[src/rtl/muldiv_pkg.sv]
// Shared constants, op encodings and FSM states for the RV32M multiply/divide unit.
package muldiv_pkg;

  localparam int unsigned XLEN  = 32;
  localparam int unsigned ITER  = 32;
  localparam int unsigned CNT_W = 5;

  localparam logic [XLEN-1:0] INT_MIN = {1'b1, {(XLEN-1){1'b0}}};

  localparam logic [2:0] F3_MUL    = 3'b000;
  localparam logic [2:0] F3_MULH   = 3'b001;
  localparam logic [2:0] F3_MULHSU = 3'b010;
  localparam logic [2:0] F3_MULHU  = 3'b011;
  localparam logic [2:0] F3_DIV    = 3'b100;
  localparam logic [2:0] F3_DIVU   = 3'b101;
  localparam logic [2:0] F3_REM    = 3'b110;
  localparam logic [2:0] F3_REMU   = 3'b111;

  typedef enum logic [1:0] {
    S_IDLE = 2'd0,
    S_CALC = 2'd1,
    S_FIN  = 2'd2
  } state_e;

  // Two's-complement magnitude; INT_MIN maps onto itself, read as unsigned 2^31.
  function automatic logic [XLEN-1:0] abs_val(input logic [XLEN-1:0] v, input logic neg);
    return neg ? -v : v;
  endfunction

endpackage

[src/rtl/div_core.sv]
// Unsigned restoring divider: one quotient bit per enabled cycle, MSB first.
module div_core
  import muldiv_pkg::*;
(
  input  logic            clk,
  input  logic            rst,
  input  logic            load,
  input  logic            en,
  input  logic [XLEN-1:0] dividend,
  input  logic [XLEN-1:0] divisor,
  output logic [XLEN-1:0] quotient,
  output logic [XLEN-1:0] remainder
);

  logic [XLEN-1:0] quo_q;
  logic [XLEN-1:0] rem_q;
  logic [XLEN-1:0] dvs_q;
  logic [XLEN:0]   shifted;
  logic            fits;

  // Dividend bits shift out of the quotient register into the partial remainder.
  always_comb begin
    shifted = {rem_q, quo_q[XLEN-1]};
    fits    = (shifted >= {1'b0, dvs_q});
  end

  always_ff @(posedge clk or posedge rst) begin
    if (rst) begin
      quo_q <= '0;
      rem_q <= '0;
      dvs_q <= '0;
    end else if (load) begin
      quo_q <= dividend;
      rem_q <= '0;
      dvs_q <= divisor;
    end else if (en) begin
      quo_q <= {quo_q[XLEN-2:0], fits};
      rem_q <= fits ? XLEN'(shifted - {1'b0, dvs_q}) : shifted[XLEN-1:0];
    end
  end

  assign quotient  = quo_q;
  assign remainder = rem_q;

endmodule

[src/rtl/muldiv_unit.sv]
// Iterative RV32M multiply/divide unit: 32 shift-add / restoring steps on magnitudes,
// sign fix-up and special cases in the final state, fixed 33-cycle start-to-done latency.
module muldiv_unit
  import muldiv_pkg::*;
(
  input  logic            clk,
  input  logic            rst,
  input  logic            start,
  input  logic [2:0]      funct3,
  input  logic [XLEN-1:0] rs1_data,
  input  logic [XLEN-1:0] rs2_data,
  input  logic [4:0]      rd_in,
  output logic            busy,
  output logic            done,
  output logic [XLEN-1:0] result,
  output logic [4:0]      rd_out,
  output logic            reg_write
);

  state_e state_q, state_d;
  logic   load, calc, fin;

  logic [CNT_W-1:0]  cnt_q;
  logic [2:0]        op_q;
  logic [4:0]        rd_q;
  logic [XLEN-1:0]   a_raw_q;
  logic [XLEN-1:0]   mcand_q;
  logic [2*XLEN-1:0] prod_q;
  logic              a_neg_q, b_neg_q, div_zero_q, div_ovf_q;

  logic              a_signed, b_signed, a_neg, b_neg;
  logic [XLEN-1:0]   a_mag, b_mag;
  logic [XLEN:0]     psum;
  logic [2*XLEN-1:0] prod_fix;
  logic [XLEN-1:0]   quo, rem, quo_fix, rem_fix, res_c;

  // Operand sign treatment depends on the op being issued.
  always_comb begin
    a_signed = (funct3 == F3_MULH) || (funct3 == F3_MULHSU) ||
               (funct3 == F3_DIV)  || (funct3 == F3_REM);
    b_signed = (funct3 == F3_MULH) || (funct3 == F3_DIV) || (funct3 == F3_REM);
    a_neg    = a_signed & rs1_data[XLEN-1];
    b_neg    = b_signed & rs2_data[XLEN-1];
    a_mag    = abs_val(rs1_data, a_neg);
    b_mag    = abs_val(rs2_data, b_neg);
  end

  always_ff @(posedge clk or posedge rst) begin
    if (rst) state_q <= S_IDLE;
    else     state_q <= state_d;
  end

  always_comb begin
    state_d = state_q;
    load    = 1'b0;
    calc    = 1'b0;
    fin     = 1'b0;
    case (state_q)
      S_IDLE: begin
        if (start) begin
          load    = 1'b1;
          state_d = S_CALC;
        end
      end
      S_CALC: begin
        calc = 1'b1;
        if (cnt_q == CNT_W'(ITER - 1)) state_d = S_FIN;
      end
      S_FIN: begin
        fin     = 1'b1;
        state_d = S_IDLE;
      end
      default: state_d = S_IDLE;
    endcase
  end

  // Shift-add multiply: multiplier sits in the low half and shifts out as the product grows.
  assign psum = {1'b0, prod_q[2*XLEN-1:XLEN]} + (prod_q[0] ? {1'b0, mcand_q} : '0);

  always_ff @(posedge clk or posedge rst) begin
    if (rst) begin
      cnt_q      <= '0;
      op_q       <= F3_MUL;
      rd_q       <= '0;
      a_raw_q    <= '0;
      mcand_q    <= '0;
      prod_q     <= '0;
      a_neg_q    <= 1'b0;
      b_neg_q    <= 1'b0;
      div_zero_q <= 1'b0;
      div_ovf_q  <= 1'b0;
    end else if (load) begin
      cnt_q      <= '0;
      op_q       <= funct3;
      rd_q       <= rd_in;
      a_raw_q    <= rs1_data;
      mcand_q    <= a_mag;
      prod_q     <= {{XLEN{1'b0}}, b_mag};
      a_neg_q    <= a_neg;
      b_neg_q    <= b_neg;
      div_zero_q <= (rs2_data == '0);
      div_ovf_q  <= b_signed && (rs1_data == INT_MIN) && (rs2_data == '1);
    end else if (calc) begin
      cnt_q  <= cnt_q + CNT_W'(1);
      prod_q <= {psum, prod_q[XLEN-1:1]};
    end
  end

  div_core u_div (
    .clk       (clk),
    .rst       (rst),
    .load      (load),
    .en        (calc),
    .dividend  (a_mag),
    .divisor   (b_mag),
    .quotient  (quo),
    .remainder (rem)
  );

  // Sign fix-up and RISC-V special cases; unsigned ops carry clear sign flags.
  always_comb begin
    prod_fix = (a_neg_q ^ b_neg_q) ? -prod_q : prod_q;
    quo_fix  = (a_neg_q ^ b_neg_q) ? -quo : quo;
    rem_fix  = a_neg_q ? -rem : rem;
    res_c    = '0;
    case (op_q)
      F3_MUL:                      res_c = prod_fix[XLEN-1:0];
      F3_MULH, F3_MULHSU, F3_MULHU: res_c = prod_fix[2*XLEN-1:XLEN];
      F3_DIV, F3_DIVU: begin
        if (div_zero_q)     res_c = '1;
        else if (div_ovf_q) res_c = INT_MIN;
        else                res_c = quo_fix;
      end
      F3_REM, F3_REMU: begin
        if (div_zero_q)     res_c = a_raw_q;
        else if (div_ovf_q) res_c = '0;
        else                res_c = rem_fix;
      end
      default: res_c = '0;
    endcase
  end

  always_ff @(posedge clk or posedge rst) begin
    if (rst) begin
      busy      <= 1'b0;
      done      <= 1'b0;
      reg_write <= 1'b0;
      result    <= '0;
      rd_out    <= '0;
    end else begin
      busy      <= (state_d != S_IDLE);
      done      <= fin;
      reg_write <= fin && (rd_q != '0);
      if (fin) begin
        result <= res_c;
        rd_out <= rd_q;
      end
    end
  end

endmodule

[config.mk]
export PLATFORM = sky130hd
export DESIGN_NAME = muldiv_unit
export DESIGN_NICKNAME = d
export VERILOG_FILES = /design/src/rtl/muldiv_pkg.sv /design/src/rtl/div_core.sv /design/src/rtl/muldiv_unit.sv
export SDC_FILE = /design/constraint.sdc
export NUM_CORES = 1
export LEC_CHECK = 0
export CAP_MARGIN = 20
export CORE_MARGIN = 5
export CORE_UTILIZATION = 30
export DETAILED_ROUTE_END_ITERATION = 12
export PLACE_DENSITY = 0.55
export SYNTH_ARGS = -nofsm -noshare
export SYNTH_HDL_FRONTEND = slang
export SYNTH_SLANG_ARGS = --single-unit
[constraint.sdc]
create_clock -name clk -period 10.1 [get_ports clk]
set_input_delay 1.01 -clock clk [delete_from_list [all_inputs] [get_ports clk]]
set_output_delay 1.01 -clock clk [all_outputs]
set_load 0.01 [all_outputs]
==> results.cfg <==
[run_status]
status = finished clean

[worst_setup_path]
arrival_ns = 4.92
regToRegEndpoint = result[28]
crit_fanout = 6
startpoint = rs1_data[2]
worst_ep_required_time_ns = 10.57
timing.critical_path.mode_cell = nor3_1
crit_type = primary input to flip-flop
crit_path_end_kind = flip-flop
rr_worst_depth = 8
critical_path.max_stage_delay_ns = 0.70
start_kind = primary input
r2r_slack_ns = 5.74
crit_path_cell_trace = clkdlybuf4s50_1, nor3_1, nand4b_1, nor3_1, nand2_1, o21ai_0, nand3_1, a31oi_1
crit_buf_inv = 1
crit-reg2reg-launch = state_q[0]
cp_num_cells = 8
slowest_stage = o21ai_0
crit_family = simple AND/OR/NAND/NOR gates

[global_route]
overflow = 0
grt_max_degree = 159
grt_pass1_vias = 18482
grt_usage_pct = 21.37
antenna_found_initial = 3
grt_pass1_wl_mm = 118.4

[sta]
hold_viol = 0
clock_skew_ns = 0.01793
slew_violations = 0
finalCritPeriodShare_pct = 44.03
tightestPinTransition_ns = 1.097
fin_tns_setup_ns = 0
finalSetupViolCount = 0
max_slew_margin_pct = 26.88
finalCriticalPeriod_ns = 4.447
fmax_mhz = 224.9
rsz0062_at_grt = no
holdWs_ns = 0.4715

[job]
maxCapViolations = 0

[drt]
drtPass1Iterations = 6
drt_iter0_markers = 2358
routed_wirelength_mm = 78.57
drc_errors = 0
drtAntennaViolNets = 0
vias = 19324
wire_per_inst_um = 23.45
post_drt_via_cell_ratio = 5.767

[cts]
cts_resized = 0
cts_buffers = 37
clk_pin_slew_worst_paths_ns = 0.06
holdBufCountCts = 0
clockRootBuffer = clkbuf_16
htreeDepth = 2
post-cts-setup-buffer-count = 0
clockBufferDepth = 3
cts_tree = done
cts.sinks = 282
insertion_delay_ns = 0.56

[finish]
drive_gt1_share_pct = 4.986
final_util_pct = 35.16
syn2layout_area_growth_pct = 16.25
nNetsFinal = 2608
final_cell_mix = nand2_1, dfrtp_1, o21ai_0
final_cells = 3351
fillers = 6733
multi_input_comb_area_sq_mm = 0.01206
num_antenna_cells = 0
final_common_cell = nand2_1
layout.area.seq_sq_mm = 0.007058

[floorplanning]
ios = 115
die_h_um = 267.4
std_cell_rows = 94
fp.dieW_um = 267.4
start_util_pct = 30.24
dieArea_sq_mm = 0.07152
coreArea_sq_mm = 0.06575

[synth]
synth_compound_area_share_pct = 24.41
synthMuxAreaShare_pct = 1.315
async_flop_share_pct = 100.0
syn_area_per_cell_sq_um = 8.206
yosysSeqAreaShare_pct = 35.49
yosys_warnings = 0
synthCells = 2423
synth_edf_count = 0
synthXorXnorAreaFrac_pct = 9.559
synth_fp_nets = 2572
synth_top_family_by_area = compound AO/OA/AOI/OAI gates
synth_simple_gate_area_share_pct = 20.37
ys.flop_type = dfrtp_1
yosys.area_share.adder_pct = 4.732
synth_seq_cells = 282
syn_area_sq_mm = 0.01988
yosysUniqueCellTypes = 83

[placed_design]
dp.cells = 3283
gp_congestion = 0.9579
portBuffers = 114
dp_hpwl_mm = 58.49

[min_path]
holdPathEnd = mcand_q[19]
hold_depth = 2
min_from = mcand_q[19]
hold_path.class = flip-flop to flip-flop

[power_and_ir_drop]
pwr-share-clk_pct = 17.1
pwr-share-seq_pct = 29.2
p_sw_mw = 3.990
finalPower_mw = 8.260
powerDensity_mw_per_mm2 = 357.4
peakVddDrop_mv = 0.1278
p_leak_nw = 9.690
p_int_mw = 4.270
p_sw_share_pct = 48.31
combPwrFrac_pct = 53.7
-- worst min-delay path, cell delays in order (launching register included) --
cell and delay [ns]:
dfrtp_1 0.34, nand2_1 0.05, nand2_1 0.05
-- worst max-delay path by stage --
stage                    endpoint  slack, ns
6_report       u_div.quotient[31]       5.65
5_1_grt                result[28]       5.58
4_1_cts                result[28]       5.87
3_5_place_dp   u_div.quotient[31]       5.37
3_3_place_gp   u_div.quotient[31]       5.29
2_1_floorplan             a_neg_q       1.31
-- metal layers --
layer  up-vias  GRT usage (%)  share of wire, %
li1       8787              -                 -
met2       845          32.35                43
met4         2          6.817               3.4
met1      9539          30.67                45
met5         -              0             0.017
met3       151          4.410               8.5
-- logic make-up (layout without fill, tap and decap cells) --
| kind of cell | count (synthesis) | in the layout |
|---|---|---|
| XOR/XNOR | 217 | 217 |
| flip-flops | 282 | 282 |
| AO/OA/AOI/OAI | 748 | 748 |
| buffers and inverters | 215 | 279 |
| multiplexers | 26 | 26 |
| adder cells (fa/ha/maj) | 74 | 74 |
| AND/OR/NAND/NOR | 861 | 861 |
-- Yosys cell counts (all sizes together), types with 31 or more instances --
| cell | n | area, sq um |
|---|---|---|
| dfrtp | 282 | 7057 |
| a21oi | 157 | 785.8 |
| ha | 72 | 900.9 |
| a21o | 56 | 420.4 |
| nor3 | 57 | 301.5 |
| xnor2 | 112 | 980.9 |
| clkbuf | 115 | 431.7 |
| o31ai | 39 | 302.8 |
| nor2 | 164 | 615.6 |
| o21ai | 219 | 1096 |
| and2 | 38 | 237.7 |
| or3 | 31 | 203.9 |
| inv | 76 | 285.3 |
| nand2 | 404 | 1516 |
| xor2 | 105 | 919.6 |
-- registers in the layout (all words and copies together) (netlist names), 2 cells and up --
| name | flops |
|---|---|
| rd_q | 5 |
| u_div.quotient | 32 |
| u_div.dvs_q | 32 |
| mcand_q | 31 |
| op_q | 3 |
| a_raw_q | 32 |
| result | 32 |
| cnt_q | 5 |
| state_q | 2 |
| u_div.remainder | 32 |
| prod_q | 64 |
| rd_out | 5 |
-- power groups by stage --
stage / sequential (mW) / combinational, mW / clock (mW)
finish: 2.42 / 4.43 / 1.41
global route: 2.46 / 4.89 / 1.48
CTS: 2.40 / 4.36 / 1.44
detailed placement: 2.41 / 4.34 / 0
global placement: 2.41 / 4.28 / 0
floorplan: 2.02 / 3.34 / 0
-- per-stage QoR --
stage	worst slack (ns)	cell area, sq um
global route	5.576	23110
detailed placement	5.367	21800
CTS	5.873	23090
floorplan	1.311	19880
finish	5.653	23110
global placement	5.286	21800
-- cell type report --
type / instances / area share [%]
inverter: 77 / 1.283
clock inverter: 19 / 0.9365
clock buffer: 48 / 4.628
sequential: 282 / 30.53
tap: 864 / 4.677
timing repair buffer: 135 / 5.759
multi-input combinational: 1926 / 52.18
(Power assumes the default switching activity.)
